## config.mk

```make
export PLATFORM = sky130hd
export DESIGN_NAME = instruction_fetch
export DESIGN_NICKNAME = d
export VERILOG_FILES = /design/src/rtl/instruction_fetch.sv
export SDC_FILE = /design/constraint.sdc
export NUM_CORES = 1
export LEC_CHECK = 0
export ABC_CLOCK_PERIOD_IN_PS = 7900
export CORE_UTILIZATION = 30
export DETAILED_ROUTE_END_ITERATION = 7
export HOLD_SLACK_MARGIN = 0.06
export SLEW_MARGIN = 10
export SYNTH_ARGS = -nofsm -noshare
export SYNTH_HDL_FRONTEND = slang
export SYNTH_SLANG_ARGS = --single-unit
```

## constraint.sdc

```tcl
create_clock -name clock -period 7.9 [get_ports clock]
set_input_delay 2.37 -clock clock [delete_from_list [all_inputs] [get_ports clock]]
set_output_delay 2.37 -clock clock [all_outputs]
set_load 0.01 [all_outputs]
```

## src/rtl/instruction_fetch.sv

```systemverilog
// Instruction fetch: holds each program word on iin for CPI cycles, aligned to a
// free-running phase counter so word changes land on the core's step-0 boundary.
module instruction_fetch #(
   parameter int          DEPTH     = 16,
   parameter int          AW        = 4,
   parameter int          CPI       = 4,
   parameter logic [15:0] HALT_WORD = 16'hFFFF,
   parameter logic [15:0] NOP_WORD  = 16'h0000
) (
   input  logic          clock,
   input  logic          resetn,
   input  logic          load_en,
   input  logic [AW-1:0] load_addr,
   input  logic [15:0]   load_data,
   input  logic          start,
   output logic [15:0]   iin,
   output logic [AW-1:0] pc,
   output logic          running,
   output logic          halted,
   output logic          load_err
);
   localparam int            PW      = (CPI > 1) ? $clog2(CPI) : 1;
   localparam logic [PW-1:0] PH_LAST = PW'(CPI - 1);
   localparam logic [AW-1:0] PC_LAST = AW'(DEPTH - 1);

   typedef enum logic [1:0] {S_IDLE, S_RUN, S_HALTED} state_t;

   state_t        state, state_n;
   logic [PW-1:0] ph;
   logic          start_pending, pend_n;
   logic [15:0]   iin_n;
   logic [AW-1:0] pc_n, pc_inc;
   logic          err_n, wrap;
   logic [15:0]   word0, word_nx;
   logic [15:0]   mem [DEPTH];

   assign wrap    = (ph == PH_LAST);
   assign pc_inc  = pc + 1'b1;
   // Combinational reads see pre-write contents on a colliding load.
   assign word0   = mem[0];
   assign word_nx = mem[pc_inc];

   // Program store is deliberately not reset so it survives resetn.
   always_ff @(posedge clock) begin
      if (load_en && state != S_RUN) mem[load_addr] <= load_data;
   end

   always_ff @(posedge clock or negedge resetn) begin
      if (!resetn) begin
         ph            <= '0;
         state         <= S_IDLE;
         start_pending <= 1'b0;
         iin           <= NOP_WORD;
         pc            <= '0;
         running       <= 1'b0;
         halted        <= 1'b0;
         load_err      <= 1'b0;
      end else begin
         ph            <= wrap ? '0 : ph + 1'b1;
         state         <= state_n;
         start_pending <= pend_n;
         iin           <= iin_n;
         pc            <= pc_n;
         running       <= (state_n == S_RUN);
         halted        <= (state_n == S_HALTED);
         load_err      <= err_n;
      end
   end

   always_comb begin
      state_n = state;
      pend_n  = start_pending;
      iin_n   = iin;
      pc_n    = pc;
      err_n   = load_en && (state == S_RUN);
      unique case (state)
         S_RUN: begin
            if (wrap) begin
               // No wrap-around past the last word; HALT_WORD is never issued.
               if (pc == PC_LAST || word_nx == HALT_WORD) begin
                  state_n = S_HALTED;
                  iin_n   = NOP_WORD;
               end else begin
                  pc_n  = pc_inc;
                  iin_n = word_nx;
               end
            end
         end
         default: begin
            if (start) pend_n = 1'b1;
            if (wrap && (start_pending || start)) begin
               pend_n = 1'b0;
               if (word0 == HALT_WORD) begin
                  state_n = S_HALTED;
                  iin_n   = NOP_WORD;
               end else begin
                  state_n = S_RUN;
                  pc_n    = '0;
                  iin_n   = word0;
               end
            end
         end
      endcase
   end
endmodule

```

==> flow_summary.ini <==
[power]
internal-power_w = 0.00351
p_sw_share_pct = 32.1
power_density_nw_per_um2 = 383
power_frac_seq_pct = 34.4
total_power_w = 0.00517
p_clk_share_pct = 27.3
peakVddDrop_v = 0.000228
combPwrFrac_pct = 38.3
p_sw_w = 0.00166
power_leakage_nw = 4.42

[placement]
post-place-ws_ps = 3220
dp_hpwl_mm = 16.2
io_buffers = 46
gp_congestion = 0.817

[yosys]
yosysSeqAreaShare_pct = 73.5
syn-mean-instance-area_um2 = 19.2
synth.distinct_cells = 56
ys_async_sr_fraction_pct = 9.86
synth_fp_nets = 622
ys_ff_latch = 284
synth_edf_count = 256
yosysWarnings = 0
synthCells = 596
synthesis.area_um2 = 11400
synth_ff_type = edfxtp_1

[cells_and_area]
layout_commonest_cell = edfxtp_1
area_growth_pct = 18.3
antennaDiodeCount = 0
final_cell_mix = edfxtp_1 (256), mux4_2 (51), mux2i_1 (51)
nets = 683
drive_gt1_share_pct = 22.4

[routing]
routedWlPerCell_um = 21.4
drc = 0
routed_via_density = 4.91
via_count = 5833
final_antenna_net_count = 0
finalWirelength_mm = 25.5
dr.pass1.iters = 5
drt_iter0_markers = 497

[global_route]
grt_first_pass_wirelength_mm = 38.6
antenna_found_initial = 0
grt-ovfl-total = 0
track_usage_pct = 13.3
grt_max_degree = 46
grt_pass1_vias = 5813

[floorplan]
rows = 71
die-area_um2 = 38900
start_util_pct = 30.4
die_x_um = 197
coreArea_um2 = 37600
fp.dieH_um = 197
ioPinCount = 47

[critical_path]
worstPathRequired_ps = 5530
crit_buf_inv = 2
cp_max_fo = 32
rrSetupSlack_ps = 3530
critPathArrivalTime_ps = 2150
cp-end-kind = output port
cp_top_family = buffers and inverters
critPathKind = reg -> out
crit_chain = buf_4 -> clkdlybuf4s50_1
cp_slowest_stage_delay_ps = 660
startpoint_type = register
cp_slowest_cell = clkdlybuf4s50_1

[timing]
tightest_slew_ps = 1120
period_minus_slack_ps = 4520
worst_slack_ps = 3380
rsz0062_at_grt = no
slew_headroom_pct = 25.0
fin_setup_tns_ps = 0
clock_skew_ps = 11.7
hold_viol = 0
finalCritPeriodShare_pct = 57.2
final-max-slew-violation-count = 0
fmax_mhz = 221
finalSetupViolations = 0

[min_path]
min_path_type = reg -> reg

[clocking]
cts_setup_buffers = 0
cts_tree = built
cts_sinks = 284
cts_resized = 0
clk_latency_ps = 540
cts_root_buf = clkbuf_16
path_clk_slew_ps = 60
cts_buffers = 28
max-clock-path-buffers = 3
cts_hold_buf = 0
ctsHtreeMaxLevel = 1

[outcome]
outcome = finished clean

[run]
cap_violations = 0
worst paths after layout:
path                              from  cells after the start      end
max in group asynchronous       resetn                      2    pc[0]
worst max register to register   pc[1]                      9  iin[10]
worst min register to register   ph[0]                      1    ph[0]
min in group asynchronous       resetn                      2   iin[0]
worst max-delay path             pc[0]                      2    pc[0]
worst min-delay path             ph[0]                      1    ph[0]
through the flow:
stage / area [um^2] / hold slack, ps / std cells / utilization [%]
2_1_floorplan: 11400 / 403 / 596 / -
6_report: 13500 / 430 / 1189 / 35.9
4_1_cts: 13500 / 436 / 1189 / 35.9
3_5_place_dp: 12500 / 429 / 1138 / 33.3
5_1_grt: 13500 / 451 / 1189 / 35.9
3_3_place_gp: 12500 / 415 / 1138 / 33.3
flip-flops by register name (all words and copies together) (netlist names):
register / cells
iin: 16
load_err: 1
start_pending: 1
ph: 2
mem: 256
pc: 4
state: 2
halted: 1
running: 1
cells in the mapped netlist (2+ instances only):
cell / count / area share [%]
buf_2: 10 / 0.44
clkbuf_1: 7 / 0.23
o21ai_1: 16 / 0.70
mux2_2: 19 / 1.9
o22ai_1: 2 / 0.11
nand2b_1: 6 / 0.33
ha_1: 2 / 0.22
o21ai_0: 8 / 0.35
edfxtp_1: 256 / 67
nor3_1: 5 / 0.22
mux2i_1: 51 / 4.5
nor2b_1: 4 / 0.22
inv_1: 6 / 0.20
nand3_1: 7 / 0.31
nor4_2: 2 / 0.22
and2_1: 3 / 0.16
or4_1: 2 / 0.13
a21oi_1: 6 / 0.26
mux4_2: 51 / 10
buf_4: 6 / 0.39
nand2_1: 19 / 0.62
nor2_1: 22 / 0.72
nor4_1: 2 / 0.11
dfrtp_1: 28 / 6.1
buf_6: 2 / 0.20
nand4_1: 6 / 0.33
o2bb2ai_1: 2 / 0.15
a22oi_1: 16 / 1.1
and3_1: 2 / 0.11
a22o_1: 2 / 0.15
final cells by class:
| type | count | area, um^2 |
|---|---|---|
| tap | 511 | 639 |
| multi-input combinational | 278 | 2920 |
| timing repair buffer | 58 | 551 |
| fill | 3474 | 24100 |
| clock inverter | 20 | 248 |
| clock buffer | 31 | 733 |
| sequential | 284 | 8390 |
| inverter | 7 | 26.3 |
routing by layer:
metal  track usage [%]  vias up  part of all wire [%]
met2              20.6      183                    46
met4              4.71        0                   2.6
li1                  -     2545                     -
met3              1.90       36                   5.4
met5                 0        -                     0
met1              19.2     3069                    46
power by group through the flow:
stage	registers (W)	logic, W	clock network, W
after floorplan	0.00181	0.00140	0
after global placement	0.00181	0.00199	0
after detailed placement	0.00181	0.00199	0
after CTS	0.00178	0.00200	0.00144
after global routing	0.00179	0.00211	0.00150
final	0.00178	0.00198	0.00141
cells by family (layout without fill, tap and decap cells):
logic type	count (synthesis)	after routing	synth area share, %
multiplexers	123	123	16.7
flip-flops	284	284	73.5
buffers and inverters	34	116	1.65
AND/OR/NAND/NOR	85	85	3.86
XOR/XNOR	3	3	0.296
adder cells (fa/ha/maj)	2	2	0.219
AO/OA/AOI/OAI	65	65	3.79
(Power assumes the default switching activity.)
